### src/rtl/sync_handshake_core.sv
// sync_handshake_core
// Carries a source-side strobe plus DATA_WIDTH payload to a destination
// register through a toggle request/acknowledge loop. Each direction of the
// loop is SYNC_STAGE registers deep (SYNC_STAGE must be 2 or more).
// sync_busy stays high from an accepted strobe until the acknowledge toggle
// has travelled back to the source, so only one transfer is in flight.
//
// Optional feature: define SYNC_HANDSHAKE_DROP_CNT_EN to add an 8-bit
// saturating drop_cnt output. It counts strobes rejected while busy.
module sync_handshake_core #(
  parameter int SYNC_STAGE = 2,
  parameter int DATA_WIDTH = 8
) (
  input  logic                  clk,
  input  logic                  rst_n,
  input  logic                  sig_pulse_source,
  input  logic [DATA_WIDTH-1:0] sig_data_source,
  output logic [DATA_WIDTH-1:0] sig_data_dest,
  output logic                  sig_pulse_dest,
  output logic                  sync_busy
`ifdef SYNC_HANDSHAKE_DROP_CNT_EN
  ,
  output logic [7:0]            drop_cnt
`endif
);

  // ---------------------------------------------------------------------
  // Source side
  // ---------------------------------------------------------------------
  logic                  req_reg;
  logic                  req_next;
  logic [DATA_WIDTH-1:0] hold_reg;
  logic [DATA_WIDTH-1:0] hold_next;
  logic                  accept;
  logic                  ack_sync;

  // Request and acknowledge chains, plus the inputs of each stage.
  logic [SYNC_STAGE-1:0] req_chain_reg;
  logic [SYNC_STAGE-1:0] req_chain_next;
  logic [SYNC_STAGE-1:0] ack_chain_reg;
  logic [SYNC_STAGE-1:0] ack_chain_next;

  // Destination side
  logic                  req_out;
  logic                  req_seen_reg;
  logic                  new_req;
  logic [DATA_WIDTH-1:0] data_dest_reg;
  logic [DATA_WIDTH-1:0] data_dest_next;
  logic                  pulse_dest_reg;

  // Busy is a pure XOR of two registers, so it cannot glitch on inputs.
  assign ack_sync  = ack_chain_reg[SYNC_STAGE-1];
  assign sync_busy = req_reg ^ ack_sync;

  // A strobe is taken only when no transfer is outstanding at this edge.
  assign accept    = sig_pulse_source & ~sync_busy;
  assign req_next  = req_reg ^ accept;
  assign hold_next = accept ? sig_data_source : hold_reg;

  // Source request toggle and payload hold register.
  always_ff @(posedge clk or negedge rst_n) begin
    if (!rst_n) begin
      req_reg  <= 1'b0;
      hold_reg <= '0;
    end else begin
      req_reg  <= req_next;
      hold_reg <= hold_next;
    end
  end

  // ---------------------------------------------------------------------
  // Chain stage wiring: stage 0 takes the loop input, each later stage
  // takes the previous stage's output.
  // ---------------------------------------------------------------------
  genvar gi;
  generate
    for (gi = 0; gi < SYNC_STAGE; gi++) begin : g_chain
      if (gi == 0) begin : g_first
        assign req_chain_next[gi] = req_reg;
        assign ack_chain_next[gi] = req_seen_reg;
      end else begin : g_rest
        assign req_chain_next[gi] = req_chain_reg[gi-1];
        assign ack_chain_next[gi] = ack_chain_reg[gi-1];
      end
    end
  endgenerate

  // Request chain: source toggle travelling toward the destination.
  always_ff @(posedge clk or negedge rst_n) begin
    if (!rst_n) begin
      req_chain_reg <= '0;
    end else begin
      req_chain_reg <= req_chain_next;
    end
  end

  // Acknowledge chain: req_seen travelling back toward the source.
  always_ff @(posedge clk or negedge rst_n) begin
    if (!rst_n) begin
      ack_chain_reg <= '0;
    end else begin
      ack_chain_reg <= ack_chain_next;
    end
  end

  // ---------------------------------------------------------------------
  // Destination side
  // ---------------------------------------------------------------------
  // A difference between the chain output and its delayed copy marks the
  // arrival of a new request toggle. The hold register has been stable since
  // acceptance, so sampling it here is safe.
  assign req_out        = req_chain_reg[SYNC_STAGE-1];
  assign new_req        = req_out ^ req_seen_reg;
  assign data_dest_next = new_req ? hold_reg : data_dest_reg;

  // Edge detector state, delivered payload and the delivery strobe.
  always_ff @(posedge clk or negedge rst_n) begin
    if (!rst_n) begin
      req_seen_reg   <= 1'b0;
      data_dest_reg  <= '0;
      pulse_dest_reg <= 1'b0;
    end else begin
      req_seen_reg   <= req_out;
      data_dest_reg  <= data_dest_next;
      pulse_dest_reg <= new_req;
    end
  end

  assign sig_data_dest  = data_dest_reg;
  assign sig_pulse_dest = pulse_dest_reg;

`ifdef SYNC_HANDSHAKE_DROP_CNT_EN
  // ---------------------------------------------------------------------
  // Drop counter: strobes that arrive while a transfer is in flight.
  // ---------------------------------------------------------------------
  logic [7:0] drop_cnt_reg;
  logic [7:0] drop_cnt_next;

  // Saturate at 255 rather than wrapping so a long overload stays visible.
  always_comb begin
    drop_cnt_next = drop_cnt_reg;
    if (sig_pulse_source && sync_busy && (drop_cnt_reg != 8'hFF)) begin
      drop_cnt_next = drop_cnt_reg + 8'd1;
    end
  end

  // Drop counter register.
  always_ff @(posedge clk or negedge rst_n) begin
    if (!rst_n) begin
      drop_cnt_reg <= 8'd0;
    end else begin
      drop_cnt_reg <= drop_cnt_next;
    end
  end

  assign drop_cnt = drop_cnt_reg;
`endif

endmodule

### config.mk
export PLATFORM = sky130hd
export DESIGN_NAME = sync_handshake_core
export DESIGN_NICKNAME = d
export VERILOG_FILES = /design/src/rtl/sync_handshake_core.sv
export SDC_FILE = /design/constraint.sdc
export NUM_CORES = 1
export LEC_CHECK = 0
export CAP_MARGIN = 20
export CORE_MARGIN = 2
export CORE_UTILIZATION = 50
export DETAILED_ROUTE_END_ITERATION = 16
export PLACE_DENSITY = 0.87
export SYNTH_ARGS = -nofsm -noshare
export SYNTH_HDL_FRONTEND = slang
export SYNTH_SLANG_ARGS = --single-unit
### constraint.sdc
create_clock -name clk -period 2.8 [get_ports clk]
set_input_delay 0.56 -clock clk [delete_from_list [all_inputs] [get_ports clk]]
set_output_delay 0.56 -clock clk [all_outputs]
set_load 0.005 [all_outputs]
# Word level (Yosys, flattened, before mapping)

Cells that the tools add are included.
W data, S select, Z words.

Register bits: 23
Input bits: 11
Output and inout port bits: 10
Logic and storage cells: 12

Bitwise gates (word level): 5

Operators with widths:

| cell          | count |
|---|---|
| $xor A1 B1 Y1 | 3 |
| $and A1 B1 Y1 | 1 |
| $not A1 Y1    | 1 |

# Longest topological paths before layout

Gate-level depths: netlist (run 1).

Word-level depth: 4
Depth in mapped cells: 4

# Worst setup path before layout (run 1)

No wires, ideal clock.

Path kind: in2reg
Start point: input sig_pulse_source
End point: register hold_reg[0]
Library setup time: 125 ps
Arrival: 1245 ps
Data required time: 2675 ps
Path slack: 1430 ps
Stages on the path: 4
Buffers on the path: 1
Cells stage by stage: inv_1 -> or2_1 -> buf_6 -> mux2_4

Cells in the longest elaborated chain, start to end: 1

Ends and longest elaborated chain:

| element              | RTL line | RTL |
|---|---|---|
| from (decl)          | 16       | `input logic sig_pulse_source,` |
| $and A1 B1 Y1        | 56       | `assign accept = sig_pulse_source & ~sync_busy;` |
| to (signal assigned) | 67       | `hold_reg <= hold_next;` |
| to (decl)            | 32       | `logic [DATA_WIDTH-1:0] hold_reg;` |

Every way passes these cells.
A chain may end at the register's enable or synchronous reset.

# Worst setup path in the final report (run 1)

Start point: register ack_chain_reg[1]
End point: output sync_busy

Cells in the longest elaborated chain, start to end: 1

Ends and longest elaborated chain:

| element                | RTL line | RTL |
|---|---|---|
| from (decl)            | 40       | `logic [SYNC_STAGE-1:0] ack_chain_reg;` |
| from (signal assigned) | 102      | `ack_chain_reg <= ack_chain_next;` |
| $xor A1 B1 Y1          | 53       | `assign sync_busy = req_reg ^ ack_sync;` |
| to (decl)              | 20       | `output logic sync_busy` |

Every way passes these cells.

==> metrics.cfg, run 1 <==
[worst_setup_path]
endpoint_kind = primary output
crit_chain = xor2_1 > clkdlybuf4s50_1
r2r_slack_ps = 1310
critPathArrivalTime_ps = 1450
worst-path-max-fanout = 2
path_class = reg -> out
path_delay_family = buffers and inverters
start_kind = flop
reg2reg_depth = 3
cpPeakStageDelay_ps = 540
timing.rr.start = ack_chain_reg[1]
r2r_end = hold_reg[0]
required_ps = 2240
cp_slowest_cell = clkdlybuf4s50_1
path_buf_inv = 1

[sta]
fin_hold_ws_ps = 366
finalMaxSlewViolations = 0
fin_skew_ps = 1.55
min_period_ps = 2010
fin_tns_setup_ps = 0
tightestPinTransition_ps = 533
worst_slew_margin_rel_pct = 64.3
finalCritPeriodShare_pct = 71.7
setup_viol = 0
fmax_mhz = 498
hold_viol = 0
rsz0062_at_grt = no

[clocking]
post_cts_buffers = 0
postCtsHoldBufs = 0
cts_resized = 0
cts_buffer_depth = 2
insertion_delay_ps = 300
clk_pin_slew_worst_paths_ps = 110
clock_sinks = 23
htreeDepth = 1
tritoncts = built
numCtsBuffers = 3
cts_root_buffer = clkbuf_4

[min_path]
hold_end = ack_chain_reg[1]
min_from = ack_chain_reg[0]
whs_path_depth = 0
hp-class = reg -> reg

[synth]
synth_cell_types = 10
synthCells = 47
synth_seq_cells = 23
yosysSeqAreaShare_pct = 68.1
ys_warn_count = 0
avgSynthCellArea_um2 = 18.0
syn-num-nets = 58
synth_area_um2 = 845

[finish]
layout_commonest_cell = dfrtp_1
antennaDiodeCount = 0
final_cell_mix = dfrtp_1 (23), clkdlybuf4s50_1 (20), mux2_4 (8), mux2_2 (8), clkbuf_4 (3)
finalNetCount = 83
syn2layout_area_growth_pct = 31.3
drive_above_1_share_pct = 31.0
fillers = 114

[global_routing]
grt_pass1_wl_mm = 2.15
antenna_found_initial = 0
grt_pass1_vias = 484
grt_max_degree = 24
grt_overflow = 0
grt_usage_pct = 15.7

[placed_design]
port_buffers = 20
routabilityCongestion = 0.774

[routing]
vias = 457
route.detailed.drc = 0
drt-vias-per-instance = 5.25
ant_nets = 0
drt-total-wl_mm = 1.42
avgRoutedWirePerCell_um = 16.3
first_iter_violations = 6
drt_pass1_iterations = 4

[power_and_ir_drop]
p_leak_nw = 0.509
ir_drop_mv = 0.664
powerDensity_nw_per_um2 = 915

[floorplanning]
initial_core_util_pct = 54.8
io_pins = 21
core_area_um2 = 1540
placementRows = 14
die_h_um = 45.1
die_w_um = 45.1
die_area_um2 = 2030

[job]
cap_violations = 0

[status]
status = finished clean

-- worst max path at each step --
stage          depth (start not counted)        startpoint  slack [ps]     endpoint
2_1_floorplan                          4  sig_pulse_source        1430  hold_reg[0]
3_3_place_gp                           4  sig_pulse_source         860  hold_reg[0]
3_5_place_dp                           4  sig_pulse_source         830  hold_reg[1]
4_1_cts                                2              flop         780    sync_busy
5_1_grt                                2              flop         740    sync_busy
6_report                               2  ack_chain_reg[1]         790    sync_busy
-- through the flow --
step	setup WS, ps	cell area, um2	utilization [%]	cells	power, mW
floorplan	1430	845	-	47	0.683
CTS	779	1080	70.1	86	1.01
global placement	857	1050	68.3	82	0.849
detailed placement	826	1050	68.3	82	0.870
global route	736	1110	71.9	87	1.07
finish	793	1110	71.9	87	1.01
-- synth_stat cells --
| cell type | number | area share, % |
|---|---|---|
| inv_1 | 2 | 0.89 |
| mux2_2 | 8 | 11 |
| xor2_1 | 1 | 1.0 |
| o21ai_0 | 1 | 0.59 |
| or2_1 | 1 | 0.74 |
| dfrtp_1 | 23 | 68 |
| mux2_4 | 8 | 14 |
| buf_6 | 1 | 1.3 |
| xnor2_2 | 1 | 1.9 |
| nand2_1 | 1 | 0.44 |
-- where the power goes --
group          internal, mW  switching, mW  total, mW
registers             0.450         0.0675      0.518
logic                 0.253         0.0976      0.351
clock network        0.0533         0.0923      0.146
-- area by class of cell --
| cell class | instances | area (um2) | area share [%] |
|---|---|---|---|
| Timing Repair Buffer | 21 | 228 | 20.5 |
| Inverter | 2 | 7.51 | 0.677 |
| Tap cell | 16 | 20.0 | 1.81 |
| Sequential cell | 23 | 576 | 51.9 |
| Clock inverter | 1 | 5.00 | 0.451 |
| Multi-Input combinational cell | 21 | 250 | 22.6 |
| Clock buffer | 3 | 22.5 | 2.03 |
-- per-layer routing --
layer	track usage, %	wire length, um
met2	28.3	742
met1	16.2	604
met5	0	0
met3	5.20	50
met4	7.06	21
-- worst reg2reg max path: stages (launching register included) --
cell	delay, ps
dfrtp_1	420
xor2_1	190
or2_1	440
mux2_4	340
-- cell families after synthesis --
logic type | count (synthesis) | share of synthesized area (%)
flops | 23 | 68.1
mux | 16 | 24.9
buf+inv | 3 | 2.22
xor+xnor | 2 | 2.96
simple gates | 2 | 1.19
compound gates | 1 | 0.592
No activity file was read; power rests on OpenSTA's default activity.
==> run 2, diff against run 1 <==
Settings changed: CORE_UTILIZATION 50 to 46, PLACE_DENSITY 0.87 to 0.81.
Clock period 2.8 ns to 1.9 ns, I/O delays scaled along.
==> metrics.cfg, run 2 (synthesis gave the netlist of run 1 again) <==
[status]
status = finished clean

[power_and_ir_drop]
p_comb_share_pct = 34.3
ir_drop_mv = 0.726
power.share.sequential_pct = 51.3
powerDensity_nw_per_um2 = 1330
p_sw_share_pct = 24.1
p_total_mw = 1.46
clkPwrFrac_pct = 14.4
power_switching_mw = 0.353
p_leak_nw = 0.508
internal-power_mw = 1.11

[finish]
final_cell_mix = dfrtp_1 (23), clkdlybuf4s50_1 (19), mux2_4 (8), mux2_2 (8), clkbuf_4 (3)
drive_above_1_share_pct = 29.6
antennaDiodeCount = 0
syn2layout_area_growth_pct = 30.4
layout_commonest_cell = dfrtp_1
finalNetCount = 83
fillers = 146

[worst_setup_path]
critPathArrivalTime_ps = 1180
required_ps = 1520
path_class = reg -> out
cpPeakStageDelay_ps = 500
r2r_end = hold_reg[0]
path_buf_inv = 1
r2r_slack_ps = 420
worst-path-max-fanout = 2
reg2reg_depth = 3
cp-endpoint = sig_data_dest[0]
startpoint = sig_data_dest[0]
start_kind = flop
path_delay_family = buffers and inverters
cp.depth = 1
cp_slowest_cell = clkdlybuf4s50_1
crit_chain = clkdlybuf4s50_1
endpoint_kind = primary output

[routing]
route.detailed.drc = 0
first_iter_violations = 4
vias = 435
drt-vias-per-instance = 4.53
drt-total-wl_mm = 1.22
avgRoutedWirePerCell_um = 12.7
drt_pass1_iterations = 3
ant_nets = 0

[placed_design]
dp_hpwl_um = 870
routabilityCongestion = 0.650
port_buffers = 20

[floorplanning]
die_area_um2 = 2190
die_h_um = 46.9
placementRows = 15
initial_core_util_pct = 48.9
die_w_um = 46.9
io_pins = 21
core_area_um2 = 1730

[global_routing]
grt_max_degree = 24
antenna_found_initial = 0
grt_overflow = 0
grt_pass1_vias = 460
grt_pass1_wl_mm = 2.04
grt_usage_pct = 13.7

[sta]
finalCritPeriodShare_pct = 82.1
min_period_ps = 1560
rsz0062_at_grt = no
worst_slew_margin_rel_pct = 62.6
fin_skew_ps = 3.85
fmax_mhz = 641
hold_viol = 0
fin_tns_setup_ps = 0
setup_viol = 0
tightestPinTransition_ps = 559
finalMaxSlewViolations = 0

[clocking]
post_cts_buffers = 0
cts_root_buffer = clkbuf_4
tritoncts = built
clock_sinks = 23
clk_pin_slew_worst_paths_ps = 120
htreeDepth = 1
insertion_delay_ps = 290
numCtsBuffers = 3
cts_buffer_depth = 2

[min_path]
min_from = req_chain_reg[0]
hp-class = reg -> reg

[job]
cap_violations = 0

[run 2: metrics by stage]
stage / cell area, um2 / setup WS, ps / hold slack (ps) / utilization, % / cells
after CTS: 1100 / 89.9 / 362 / 63.6 / 96
final: 1100 / 340 / 361 / 63.8 / 96
after detailed placement: 1070 / 110 / 335 / 62.1 / 92
after floorplan: 845 / 594 / 84.4 / - / 47
after global routing: 1100 / 279 / 370 / 63.8 / 96
after global placement: 1070 / 131 / 335 / 62.1 / 92
[run 2: routing by layer]
metal / global-route usage (%) / part of all wire [%] / routed length [um]
met4: 5.00 / 0 / 0
met5: 0 / 0 / 0
met1: 19.4 / 48 / 580
met2: 20.8 / 47 / 573
met3: 3.46 / 5.2 / 63
[run 2: layout make-up]
cell class              instances  area [um2]  area share, %
well taps                      25        31.3           2.84
multi-input cells              21         250           22.7
repair buffers                 21         210           19.1
inverters                       2        7.51          0.682
clock buffers                   4        26.3           2.39
flip-flops and latches         23         576           52.3
[run 2: power groups by stage]
stage               Clock, mW  Sequential (mW)  Combinational (mW)
global placement            0            0.756               0.497
floorplan                   0            0.755               0.252
detailed placement          0            0.764               0.511
global route            0.245            0.773               0.547
finish                  0.211            0.751               0.501
CTS                     0.221            0.756               0.511
[run 2: worst min-delay path by stage]
stage                                       endpoint  cells after the start  slack, ps
final                               req_chain_reg[1]                      0        360
after global routing                req_chain_reg[1]                      0        370
after CTS                           req_chain_reg[1]                      0        360
after detailed placement            req_chain_reg[1]                      0        330
after global placement              req_chain_reg[1]                      0        330
after floorplan           asynchronous set/reset pin                      0         80
[run 2: repair_timing]
item                       in CTS  in global routing
hold buffers                    0                  0
setup endpoints to repair       0                  1
gates resized for setup         0                  1
